==> src/rtl/ds_data_distributing.sv <==
// Downstream data distributor.
// Parses a merged 128-bit beat stream made of [header, payload...] frames.
// Payload beats are steered to one of TOTAL_NUM channel caches through a
// one-hot write enable. Beats for out-of-range channels are consumed and
// discarded. The block also tracks frame count, header errors and frame
// sequence gaps.
module ds_data_distributing #(
  parameter int          TOTAL_NUM = 104,
  parameter logic [15:0] HDR_MAGIC = 16'hEB90
) (
  input  logic                 sys_clk_i,
  input  logic                 rst_i,
  input  logic                 ds_flow_vld_i,
  input  logic [127:0]         ds_flow_i,
  output logic                 ds_flow_rdy_o,
  output logic [TOTAL_NUM-1:0] ds_timming_wr_en_o,
  output logic [127:0]         ds_timming_din_o,
  input  logic [TOTAL_NUM-1:0] ds_timming_prog_full_i,
  output logic                 frame_done_pluse_o,
  output logic [15:0]          frame_cnt_o,
  output logic [15:0]          hdr_err_cnt_o,
  output logic                 seq_err_o
);

  // The channel count is widened to 9 bits so that TOTAL_NUM = 256 still compares correctly.
  localparam logic [8:0] LP_TOTAL_NUM = 9'(TOTAL_NUM);

  typedef enum logic [1:0] {S_IDLE, S_PAYLOAD, S_DROP} state_t;

  state_t                r_state;
  state_t                w_state_next;
  logic                  r_run;         // rises on the first edge after reset
  logic [7:0]            r_ch;
  logic [11:0]           r_len;
  logic [11:0]           r_beat_cnt;
  logic [15:0]           r_frame_cnt;
  logic                  r_have_prev;   // a valid frame count has been seen since reset
  logic                  r_seq_err;
  logic [15:0]           r_hdr_err_cnt;
  logic [TOTAL_NUM-1:0]  r_wr_en;
  logic [127:0]          r_din;
  logic                  r_done;

  logic [15:0]           w_hdr_magic;
  logic [7:0]            w_hdr_ch;
  logic [11:0]           w_hdr_len;
  logic [15:0]           w_hdr_fcnt;
  logic                  w_magic_ok;
  logic                  w_ch_ok;
  logic                  w_len_nz;
  logic [TOTAL_NUM-1:0]  w_ch_sel;
  logic                  w_full_sel;
  logic                  w_acc;
  logic                  w_beat_last;

  assign w_hdr_magic = ds_flow_i[127:112];
  assign w_hdr_ch    = ds_flow_i[111:104];
  assign w_hdr_len   = ds_flow_i[103:92];
  assign w_hdr_fcnt  = ds_flow_i[91:76];
  assign w_magic_ok  = (w_hdr_magic == HDR_MAGIC);
  assign w_ch_ok     = ({1'b0, w_hdr_ch} < LP_TOTAL_NUM);
  assign w_len_nz    = (w_hdr_len != 12'd0);

  // One decoder bit per channel; it is reused for backpressure select and write enable.
  genvar gi;
  generate
    for (gi = 0; gi < TOTAL_NUM; gi++) begin : g_ch_sel
      assign w_ch_sel[gi] = ({1'b0, r_ch} == 9'(gi));
    end
  endgenerate

  assign w_full_sel    = |(ds_timming_prog_full_i & w_ch_sel);
  assign ds_flow_rdy_o = r_run & ~((r_state == S_PAYLOAD) & w_full_sel);
  assign w_acc         = ds_flow_vld_i & ds_flow_rdy_o;
  assign w_beat_last   = ((r_beat_cnt + 12'd1) == r_len);

  // State register.
  always_ff @(posedge sys_clk_i or posedge rst_i) begin
    if (rst_i) r_state <= S_IDLE;
    else       r_state <= w_state_next;
  end

  // Next state: parse headers in idle; leave payload/drop after the last counted beat.
  always_comb begin
    w_state_next = r_state;
    case (r_state)
      S_IDLE: begin
        if (w_acc && w_magic_ok && w_len_nz)
          w_state_next = w_ch_ok ? S_PAYLOAD : S_DROP;
      end
      S_PAYLOAD, S_DROP: begin
        if (w_acc && w_beat_last) w_state_next = S_IDLE;
      end
      default: w_state_next = S_IDLE;
    endcase
  end

  // Datapath: latch header fields, count beats, register writes and status.
  always_ff @(posedge sys_clk_i or posedge rst_i) begin
    if (rst_i) begin
      r_run         <= 1'b0;
      r_ch          <= '0;
      r_len         <= '0;
      r_beat_cnt    <= '0;
      r_frame_cnt   <= '0;
      r_have_prev   <= 1'b0;
      r_seq_err     <= 1'b0;
      r_hdr_err_cnt <= '0;
      r_wr_en       <= '0;
      r_din         <= '0;
      r_done        <= 1'b0;
    end else begin
      r_run   <= 1'b1;
      r_wr_en <= '0;
      r_done  <= 1'b0;
      if (w_acc) begin
        case (r_state)
          S_IDLE: begin
            r_beat_cnt <= '0;
            if (!w_magic_ok || (!w_ch_ok && w_len_nz)) begin
              if (r_hdr_err_cnt != 16'hFFFF) r_hdr_err_cnt <= r_hdr_err_cnt + 16'd1;
            end
            if (w_magic_ok && w_len_nz) r_len <= w_hdr_len;
            if (w_magic_ok && w_len_nz && w_ch_ok) begin
              r_ch        <= w_hdr_ch;
              r_frame_cnt <= w_hdr_fcnt;
              r_have_prev <= 1'b1;
              if (r_have_prev && (w_hdr_fcnt != (r_frame_cnt + 16'd1))) r_seq_err <= 1'b1;
            end
          end
          S_PAYLOAD: begin
            r_wr_en    <= w_ch_sel;
            r_din      <= ds_flow_i;
            r_done     <= w_beat_last;
            r_beat_cnt <= w_beat_last ? 12'd0 : (r_beat_cnt + 12'd1);
          end
          S_DROP: begin
            r_beat_cnt <= w_beat_last ? 12'd0 : (r_beat_cnt + 12'd1);
          end
          default: r_beat_cnt <= '0;
        endcase
      end
    end
  end

  assign ds_timming_wr_en_o = r_wr_en;
  assign ds_timming_din_o   = r_din;
  assign frame_done_pluse_o = r_done;
  assign frame_cnt_o        = r_frame_cnt;
  assign hdr_err_cnt_o      = r_hdr_err_cnt;
  assign seq_err_o          = r_seq_err;

endmodule

==> config.mk <==
export PLATFORM = sky130hd
export DESIGN_NAME = ds_data_distributing
export DESIGN_NICKNAME = d
export VERILOG_FILES = /design/src/rtl/ds_data_distributing.sv
export SDC_FILE = /design/constraint.sdc
export NUM_CORES = 1
export LEC_CHECK = 0
export CAP_MARGIN = 40
export CELL_PAD_IN_SITES_DETAIL_PLACEMENT = 0
export CELL_PAD_IN_SITES_GLOBAL_PLACEMENT = 1
export CORE_MARGIN = 2
export CORE_UTILIZATION = 37
export DETAILED_ROUTE_END_ITERATION = 8
export PLACE_DENSITY = 0.94
export SLEW_MARGIN = 20
export SYNTH_ARGS = -nofsm -noshare
export SYNTH_HDL_FRONTEND = slang
export SYNTH_SLANG_ARGS = --single-unit
==> constraint.sdc <==
create_clock -name sys_clk_i -period 15.45 [get_ports sys_clk_i]
set_input_delay 3.09 -clock sys_clk_i [delete_from_list [all_inputs] [get_ports sys_clk_i]]
set_output_delay 3.09 -clock sys_clk_i [all_outputs]
set_load 0.05 [all_outputs]
* Yosys cells after proc, flatten, opt, wreduce, memory -nomap -nowiden
Cells that the tools add are included.
** Storage, ports and cells
- Register bits :: 302
** Cells by class
- Equality and inequality tests :: 111
- Multiplexer cells :: 10
- Bitwise logic cells :: 5
- Order comparisons :: 1
- $add $sub $neg :: 3
- Reductions and logical operators :: 21
** Operator list (count)
- $eq A8 B7 Y1 const B :: 40
- $eq A8 B6 Y1 const B :: 32
- $mux W104 :: 2
- $eq A8 B5 Y1 const B :: 16
- $and A104 B104 Y104 :: 1
- $reduce_or A104 Y1 :: 1
- $eq A8 B4 Y1 const B :: 8
- $add A16 B1 Y16 const B :: 2
- $eq A8 B3 Y1 const B :: 4
- $mux W12 :: 2
- $eq A16 B16 Y1 const B :: 1
- $eq A8 B2 Y1 const B :: 2
- $ne A16 B16 Y1 :: 1
- $ne A16 B16 Y1 const B :: 1
- $add A12 B1 Y12 const B :: 1
- $eq A12 B12 Y1 :: 1
- $reduce_bool A12 Y1 :: 1
- $eq A8 B1 Y1 const B :: 1
- $logic_not A8 Y1 :: 1
- $lt A8 B7 Y1 const B :: 1
- $reduce_and A4 Y1 :: 2
- $logic_and A1 B1 Y1 :: 7
- $mux W2 :: 3
- $reduce_and A3 Y1 :: 2
- 13 further kinds :: 18

* Logic depth before layout (Yosys ltp)
Gate-level depths: netlist of the first run.
- Word-level depth :: 11
- Mapped depth :: 16
- Depth with buffers taken out :: 10

* Worst setup path before layout of the first run
No wires, ideal clock.
- Path type :: in2out
- From :: input ds_timming_prog_full_i[79]
- To :: output ds_flow_rdy_o
- Path slack :: 7.596 ns
- Required time :: 12.360 ns
- Stages :: 7
- Data arrival time :: 4.764 ns
- Path buffers :: 0
- Path through :: mux2i_1 -> nor3_1 -> or4_1 -> nor4_1 -> nand3_1 -> nor3_1 -> o21a_1
** On the way
- Cells in the longest elaborated chain, start to end :: 5
** Ends and longest elaborated chain
- from (decl) :: RTL line 18 : input logic [TOTAL_NUM-1:0] ds_timming_prog_full_i,
- $and A104 B104 Y104 :: RTL line 72 : assign w_full_sel = |(ds_timming_prog_full_i & w_ch_sel);
- $reduce_or A104 Y1 :: RTL line 72
- $and A1 B1 Y1 :: RTL line 73 : assign ds_flow_rdy_o = r_run & ~((r_state == S_PAYLOAD) & w_full_sel);
- $not A1 Y1 :: RTL line 73
- $and A1 B1 Y1 :: RTL line 73
- to (decl) :: RTL line 15 : output logic ds_flow_rdy_o,
No other way between the ends.

* Final worst setup path of the first run
- From :: input ds_timming_prog_full_i[98]
- To :: output ds_flow_rdy_o
Same word-level chain as after synthesis.

==> results of run 1 <==
-- layout by cell type, fill, tap and decap left out, types with 6 or more instances in the layout --
master / n
mux2i_1: 10
nor2_1: 134
xnor2_1: 38
clkdlybuf4s50_1: 501
nand2b_1: 13
mux2_4: 16
o21ai_0: 21
a211oi_1: 8
nand4_1: 21
a21oi_1: 14
nand3_1: 26
and3_1: 17
nor3_1: 15
o31ai_1: 6
inv_1: 16
buf_4: 11
nor2b_1: 7
nand4b_1: 6
a22o_1: 7
nor4_1: 9
nand3b_1: 11
clkbuf_16: 36
a32o_1: 6
dfrtp_1: 300
mux2_2: 111
mux2_1: 43
xor2_1: 11
nand2_1: 32
clkbuf_8: 9
-- metrics by stage --
stage	std cells	hold slack, ns	power (mW)	worst slack, ns	area (sq um)
after floorplan	1077	0.434	0.889	4.01	13300
after global placement	1984	0.451	0.980	5.59	18600
after detailed placement	1987	0.463	0.983	5.52	18700
after CTS	2048	0.479	1.85	5.52	19900
after global routing	2052	0.498	1.90	5.46	20000
final	2052	0.480	1.83	5.60	20000
-- final timing paths --
path                            cells past startpoint  slack, ns                  startpoint                     to
worst max-delay path                                9       5.60  ds_timming_prog_full_i[98]          ds_flow_rdy_o
worst min-delay path                                1       0.48                   seq_err_o              seq_err_o
worst max register to register                     12      10.18                     r_ch[3]   ds_timming_din_o[29]
worst min register to register                      1       0.48                   seq_err_o              seq_err_o
max in group asynchronous                           6      10.89                       rst_i                r_ch[0]
min in group asynchronous                           2       2.92                       rst_i  ds_timming_din_o[121]
-- registers in the layout, summed over array words and instances, names as in the netlist --
register            count
ds_timming_din_o      128
ds_timming_wr_en_o    104
frame_cnt_o            16
hdr_err_cnt_o          16
r_beat_cnt             12
r_len                  12
r_ch                    8
r_state                 2
frame_done_pluse_o      1
r_have_prev             1
r_run                   1
seq_err_o               1
-- routing by layer --
metal / track usage, % / up-vias
li1: - / 4817
met1: 28.1 / 5308
met2: 39.4 / 460
met3: 6.71 / 102
met4: 8.20 / 2
met5: 0 / -
-- power by group through the flow --
| stage | clock, mW | sequential, mW | combinational [mW] |
|---|---|---|---|
| 6_report | 0.863 | 0.809 | 0.161 |
| 2_1_floorplan | 0 | 0.848 | 0.0413 |
| 4_1_cts | 0.880 | 0.809 | 0.162 |
| 3_5_place_dp | 0 | 0.823 | 0.161 |
| 3_3_place_gp | 0 | 0.822 | 0.158 |
| 5_1_grt | 0.914 | 0.810 | 0.173 |
-- final cells by class --
type                            count  area (sq um)  area share (%)
Sequential cell                   302          7560            37.9
Multi-Input combinational cell    693          5310            26.6
Clock buffer                       48          1040            5.19
Inverter                           17          71.3           0.357
Timing Repair Buffer              518          5230            26.2
Tap cell                          461           577            2.89
Clock inverter                     13           171           0.859
-- kinds of logic (layout without fill, tap and decap cells) --
family	after synthesis	count (layout)	share of synthesized area [%]
and+or+nand+nor	347	347	14.2
buffers and inverters	82	596	3.20
xor gates and xnor gates	49	49	3.23
AOI/OAI and AO/OA	110	110	6.24
adders and majority gates	5	5	0.471
DFF	302	302	56.9
muxes	181	181	15.8
other	1	1	0.0282
-- cells in the mapped netlist, drive strengths merged, types with 5 or more instances --
| cell type | number |
|---|---|
| dfrtp | 302 |
| mux2 | 170 |
| nor2 | 135 |
| buf | 51 |
| xnor2 | 38 |
| nand2 | 34 |
| nand3 | 27 |
| nand4 | 21 |
| o21ai | 21 |
| and3 | 17 |
| inv | 17 |
| nor3 | 15 |
| a21oi | 14 |
| clkbuf | 14 |
| nand2b | 13 |
| nand3b | 11 |
| xor2 | 11 |
| mux2i | 10 |
| nor4 | 9 |
| a211oi | 8 |
| a22o | 7 |
| nand4b | 7 |
| nor2b | 7 |
| a32o | 6 |
| nor4b | 6 |
| o31ai | 6 |
| or4b | 6 |
| ha | 5 |
| nor4bb | 5 |
| o211ai | 5 |
| o21a | 5 |
-- critical path, stage by stage --
cell and delay (ns):
clkdlybuf4s50_1 0.46, mux2i_1 0.31, nand4bb_1 0.23, nand4_1 0.12, a2111oi_0 0.80, nand3_1 0.29, nor3_1 0.32, o21a_1 0.23
clkdlybuf4s50_1 0.89
==> impl_metrics.yaml, run 1 <==
run_status:
  outcome: "complete, no violations"
timing:
  finalClockSkew_ns: 0.0208
  max_freq_ghz: 0.102
  rsz0062_at_grt: "false"
  period_minus_slack_ns: 9.85
  setup_tns_ns: 0
  slew_headroom_pct: 39.4
  final-setup-viol-count: 0
  period_share_pct: 63.7
  worst_slew_pin_slew_ns: 0.886
  finalMaxSlewViolations: 0
  hold_viol_final: 0
clocking:
  clockBufferDepth: 3
  postCtsSetupBuffers: 0
  cts_tree: "done"
  clkTransAtPathRegs_ns: 0.06
  cts_buffers: 35
  cts_resized: 0
  clkSinkCount: 302
  clockRootBuffer: "clkbuf_16"
  cts.htree.levels: 2
  cts_hold_buf: 0
  clk_latency_ns: 0.53
floorplanning:
  fp.dieArea_sq_mm: 0.0374
  die_h_um: 193
  io_pins: 502
  die_w_um: 193
  rows: 69
  core_area_sq_mm: 0.0355
  start_util_pct: 37.4
worst_setup_path:
  crit_arrival_ns: 6.76
  path_class: "in2out"
  crit_required_ns: 12.36
  start_kind: "primary input"
  worst-path-max-fanout: 2
  end_kind: "output port"
power_and_ir_drop:
  internal-power_mw: 1.40
  vdd_drop_max_uv: 76.1
  power.density_mw_per_mm2: 91.8
  seq_power_share_pct: 44.1
  pwr-share-clk_pct: 47.1
  p_leak_nw: 8.75
  p_sw_share_pct: 23.5
  switching_power_mw: 0.430
  combPwrFrac_pct: 8.8
drt:
  num_vias: 10700
  drtPass1Iterations: 5
  drc: 0
  drt_iter0_markers: 495
  wl_met2_um: 21800
  wl_met3_um: 3430
  highest_layer: "met5"
  totalWireLength_um: 44200
  antenna_left: 0
  via_per_inst: 5.21
  wl_met1_um: 17500
  routedWlPerCell_um: 21.5
layout:
  postLayoutCoreUtil_pct: 56.3
  diodes: 0
  layout-drive-gt1-share_pct: 14.1
  fillers: 2901
  fin_nets: 1807
  area_growth_pct: 50.2
global_routing:
  grt_pass1_vias: 11300
  overflow: 0
  grt_pass1_wl_um: 67900
  antenna_found_initial: 1
  track_usage_pct: 23.2
  grt_max_degree: 122
yosys:
  ys_types: 80
  synth_area_leaders: "dfrtp_1, mux2_2, nor2_1"
  ys_ff_latch: 302
  async_flop_share_pct: 100
  avgSynthCellArea_sq_um: 12.3
  synthFlopType: "dfrtp_1"
  seq_area_frac_synth_pct: 56.9
  synth_edf_count: 0
  yosys.area.top_type: "dfrtp_1"
  synth_nets: 1317
  syn_area_sq_mm: 0.0133
  yosysTopAreaCellShare_pct: 56.9
  netlist_instances: 1077
  yosys_warnings: 0
worst_hold_path:
  min_path_type: "reg2reg"
placement:
  portBuffers: 501
  hpwlAfterDp_um: 32600
  gp_congestion: 0.897
run:
  maxCapViolCount: 0
(Power assumes the default switching activity.)
==> run 2, diff against run 1 <==
Settings changed: CORE_ASPECT_RATIO set to 1.4, CORE_UTILIZATION 37 to 34, PLACE_DENSITY 0.94 to 0.88.
Clock period 15.45 ns to 9.1 ns, I/O delays scaled along.
==> run 2 against run 1 <==
Utilization is 4.5 points lower. Highest routed layer is now met4. Combinational power increased by 70%. Power rose by 62%. Global-route usage shrank 1.0 points. Wire length increased by 3.9%. Clock power is 54% higher. Largest cell class unchanged. Sequential share of layout area rose by 0.066 points. Die area rose by 8.7%. Setup slack got worse by 3.5 ns. Flip-flop and latch count unchanged.
==> impl_metrics.yaml, run 2 (same netlist as run 1, synthesis figures left out) <==
drt:
  antenna_left: 0
  drt_iter0_markers: 508
  routedWlPerCell_um: 21.7
  num_vias: 10700
  via_per_inst: 5.06
  totalWireLength_um: 45900
  drtPass1Iterations: 5
  drc: 0
layout:
  fin_nets: 1808
  mostFrequentLayoutCells: "clkdlybuf4s50_1, dfrtp_1, nor2_1"
  largest_register_ffs: 128
  fillers: 3407
  layout-drive-gt1-share_pct: 14.3
  final_cell_area_sq_mm: 0.0199
  postLayoutCoreUtil_pct: 51.8
  layout_commonest_cell: "clkdlybuf4s50_1"
  area_growth_pct: 50.0
  final_cells: 2117
timing:
  period_share_pct: 76.7
  slew_headroom_pct: 39.2
  hold_viol_final: 0
  finalMaxSlewViolations: 0
  final-setup-viol-count: 0
  fin_hold_ws_ns: 0.485
  setup_tns_ns: 0
  finalClockSkew_ns: 0.0264
  worst_slew_pin_slew_ns: 0.900
  rsz0062_at_grt: "false"
  setup_slack_ns: 2.12
  max_freq_ghz: 0.143
  period_minus_slack_ns: 6.98
global_routing:
  use_met2_pct: 38.1
  gr-usage-met1_pct: 26.3
  track_usage_pct: 22.2
  top_usage_layer: "met2"
  gr-usage-met3_pct: 5.09
  grt_pass1_wl_um: 68900
  grt_max_degree: 164
  overflow: 0
  grt_pass1_vias: 11200
  antenna_found_initial: 2
run_status:
  outcome: "complete, no violations"
floorplanning:
  core_area_sq_mm: 0.0385
  io_pins: 502
  die_h_um: 238
  start_util_pct: 34.5
  fp.dieArea_sq_mm: 0.0407
  die_w_um: 171
  rows: 85
placement:
  gp_congestion: 0.890
  postPlaceCellArea_sq_mm: 0.0188
  portBuffers: 501
  dp.cells: 2054
  hpwlAfterDp_um: 33600
  dp_slack_ns: 2.13
clocking:
  postCtsSetupBuffers: 0
  clkSinkCount: 302
  clkTransAtPathRegs_ns: 0.07
  cts_hold_buf: 0
  clockRootBuffer: "clkbuf_16"
  clockBufferDepth: 3
  cts_tree: "done"
  clk_latency_ns: 0.58
  cts_resized: 0
  cts_buffers: 30
  cts.htree.levels: 1
worst_setup_path:
  critPathMaxStageDelay_ns: 0.88
  crit_top_cell: "clkdlybuf4s50_1"
  crit_arrival_ns: 5.16
  path_class: "in2out"
  slowest_stage: "clkdlybuf4s50_1"
  start_kind: "primary input"
  worst-path-max-fanout: 2
  end_kind: "output port"
  worstPathCellList: "clkdlybuf4s50_1 > mux2i_1 > nand4bb_1 > nand4_1 > a2111oi_0 > buf_1 > nand3_1 > nor3_1 > o21a_1 > clkdlybuf4s50_1"
  crit_required_ns: 7.28
power_and_ir_drop:
  p_total_mw: 2.97
  power.density_mw_per_mm2: 149
  p_leak_nw: 8.69
  vdd_drop_max_uv: 161
run:
  maxCapViolCount: 0
worst_hold_path:
  min_path_type: "reg2reg"
==> run 2: cell types whose count changed in the layout (fill, tap and decap cells not counted), sizes merged <==
cell / delta
clkbuf: -11
buf: +7
clkinv: +4
clkinvlp: +3
diode: +3
inv: -3
bufinv: +1
==> run 2: layout make-up <==
class | instances | area [sq um] | share of cell area, %
multi-input cells | 693 | 5320 | 26.7
repair buffers | 524 | 5260 | 26.4
diodes | 3 | 7.51 | 0.0377
clock inverters | 18 | 223 | 1.12
well taps | 522 | 653 | 3.28
clock buffers | 38 | 841 | 4.22
inverters | 17 | 67.6 | 0.339
flip-flops and latches | 302 | 7560 | 37.9
==> run 2: report_power, final <==
part           internal, mW  leakage [nW]  switching (mW)
registers              1.36          4.20          0.0185
logic                 0.137          3.97           0.136
clock network         0.771         0.515           0.555
==> run 2: per-layer routing <==
metal  vias up  part of all wire [%]  wire length (um)
li1       4816                     -                 -
met1      5324                    38             17500
met2       481                    50             23000
met3        90                   7.6              3490
met4         0                   4.2              1950
met5         -                     0                 0
==> run 2: worst max-delay path, delay by kind of cell <==
| kind | cells | cell delay, ns |
|---|---|---|
| AO/OA/AOI/OAI | 2 | 0.67 |
| buffers and inverters | 3 | 1.54 |
| multiplexers | 1 | 0.19 |
| AND/OR/NAND/NOR | 4 | 0.94 |
==> run 2: path summary, 6_finish.rpt <==
path	start	endpoint	slack [ns]	depth (start not counted)
min	seq_err_o	seq_err_o	0.48	1
max reg2reg	r_ch[3]	ds_timming_din_o[4]	4.04	11
max in group asynchronous	rst_i	ds_timming_wr_en_o[65]	6.12	4
min reg2reg	seq_err_o	seq_err_o	0.48	1
min in group asynchronous	rst_i	r_ch[3]	1.74	3
max	ds_timming_prog_full_i[98]	ds_flow_rdy_o	2.12	10
==> run 3, diff against run 2 <==
Settings changed: CORE_UTILIZATION 34 to 31, PLACE_DENSITY 0.88 to 0.85.
Clock period 9.1 ns to 5.7 ns, I/O delays scaled along.
==> run 3 against run 2 <==
Critical path depth decreased by 1. Die area increased by 9.5%. Global-route usage down 2.1 points. Register-to-register slack got worse by 3.0 ns. Final cell count grew 0.85%. Via count shrank 0.97%.
==> impl_metrics.yaml, run 3 (same netlist as run 1, synthesis figures left out) <==
timing:
  slew_headroom_pct: 42.9
  worst_slew_pin_slew_ns: 0.857
  period_share_pct: 92.9
  max_freq_ghz: 0.189
  hold_viol_final: 0
  rsz0062_at_grt: "false"
  finalClockSkew_ns: 0.0205
  setup_tns_ns: 0
  period_minus_slack_ns: 5.29
  final-setup-viol-count: 0
  fin_hold_ws_ns: 0.478
  finalMaxSlewViolations: 0
layout:
  mostFrequentLayoutCells: "clkdlybuf4s50_1, dfrtp_1, nor2_1"
  area_growth_pct: 50.2
  layout_commonest_cell: "clkdlybuf4s50_1"
  fin_nets: 1800
  fillers: 3788
  layout-drive-gt1-share_pct: 13.9
  largest_register_ffs: 128
worst_setup_path:
  critPathMaxStageDelay_ns: 0.77
  crit_required_ns: 4.56
  start_kind: "flop"
  end_kind: "output port"
  slowest_stage: "dfrtp_2"
  crit_arrival_ns: 4.15
  path_class: "reg2out"
  worstPathCellList: "buf_4 > or4b_1 > nand4bb_1 > nand4_1 > a2111oi_0 > nand3_1 > nor3_1 > o21a_1 > buf_4"
  crit_top_cell: "buf_4"
  worst-path-max-fanout: 27
drt:
  drtPass1Iterations: 5
  antenna_left: 0
  drc: 0
  drt_iter0_markers: 562
  routedWlPerCell_um: 21.3
  via_per_inst: 4.97
  totalWireLength_um: 45500
  num_vias: 10600
clocking:
  clkSinkCount: 302
  postCtsSetupBuffers: 0
  clk_latency_ns: 0.58
  cts_hold_buf: 0
  clockRootBuffer: "clkbuf_16"
  clkTransAtPathRegs_ns: 0.06
  cts.htree.levels: 1
  cts_buffers: 31
  cts_tree: "done"
  clockBufferDepth: 3
  cts_resized: 0
floorplanning:
  core_area_sq_mm: 0.0422
  die_w_um: 179
  rows: 89
  io_pins: 502
  die_h_um: 249
  start_util_pct: 31.5
  fp.dieArea_sq_mm: 0.0446
global_routing:
  track_usage_pct: 20.1
  grt_max_degree: 126
  overflow: 0
  grt_pass1_vias: 11200
  antenna_found_initial: 6
  grt_pass1_wl_um: 68800
run_status:
  outcome: "complete, no violations"
worst_hold_path:
  min_path_type: "reg2reg"
placement:
  gp_congestion: 0.845
  hpwlAfterDp_um: 33800
  portBuffers: 501
power_and_ir_drop:
  p_leak_nw: 8.68
  power.density_mw_per_mm2: 247
  vdd_drop_max_uv: 201
  p_total_mw: 4.93
run:
  maxCapViolCount: 0
[run 3: worst paths after layout]
kind | slack, ns | endpoint | depth (start not counted) | start
min in group asynchronous | 0.86 | ds_timming_wr_en_o[57] | 2 | rst_i
max in group asynchronous | 3.63 | ds_timming_din_o[20] | 4 | rst_i
worst min-delay path | 0.48 | r_have_prev | 1 | r_have_prev
worst max register to register | 1.02 | ds_timming_din_o[87] | 10 | r_ch[0]
worst max-delay path | 0.41 | ds_flow_rdy_o | 9 | r_ch[0]
worst min register to register | 0.48 | r_have_prev | 1 | r_have_prev
[run 3: layout make-up]
| cell class | count | area, sq um | share of cell area, % |
|---|---|---|---|
| Multi-Input combinational cell | 693 | 5310 | 26.6 |
| Clock buffer | 35 | 811 | 4.06 |
| Clock inverter | 22 | 337 | 1.69 |
| Tap cell | 546 | 683 | 3.42 |
| Timing Repair Buffer | 515 | 5180 | 26.0 |
| Inverter | 17 | 67.6 | 0.339 |
| Antenna cell | 5 | 12.5 | 0.0627 |
| Sequential cell | 302 | 7560 | 37.9 |
[run 3: worst max-delay path: cells and delay by family (launching register included)]
family	cells	cell delay [ns]
compound gates	2	0.74
buf+inv	2	0.67
flops	1	0.77
simple gates	5	1.39
[run 3: layer usage]
layer / part of all wire [%] / GRT usage, %
met5: 0.020 / 0
met4: 2.8 / 6.39
met3: 7.5 / 4.37
met2: 51 / 35.5
met1: 39 / 23.9
[run 3: report_power, final]
part | internal (mW) | total (mW) | switching, mW
Clock | 1.39 | 2.30 | 0.909
Sequential | 2.16 | 2.19 | 0.0259
Combinational | 0.220 | 0.442 | 0.222
[run 3: metrics by stage]
step	utilization (%)	instances	setup WS (ns)	cell area [sq um]
after detailed placement	44.5	2073	0.830	18800
after floorplan	-	1077	0.545	13300
after CTS	47.3	2130	0.283	19900
after global placement	44.5	2072	0.802	18800
final	47.3	2135	0.406	20000
after global routing	47.3	2133	0.141	20000
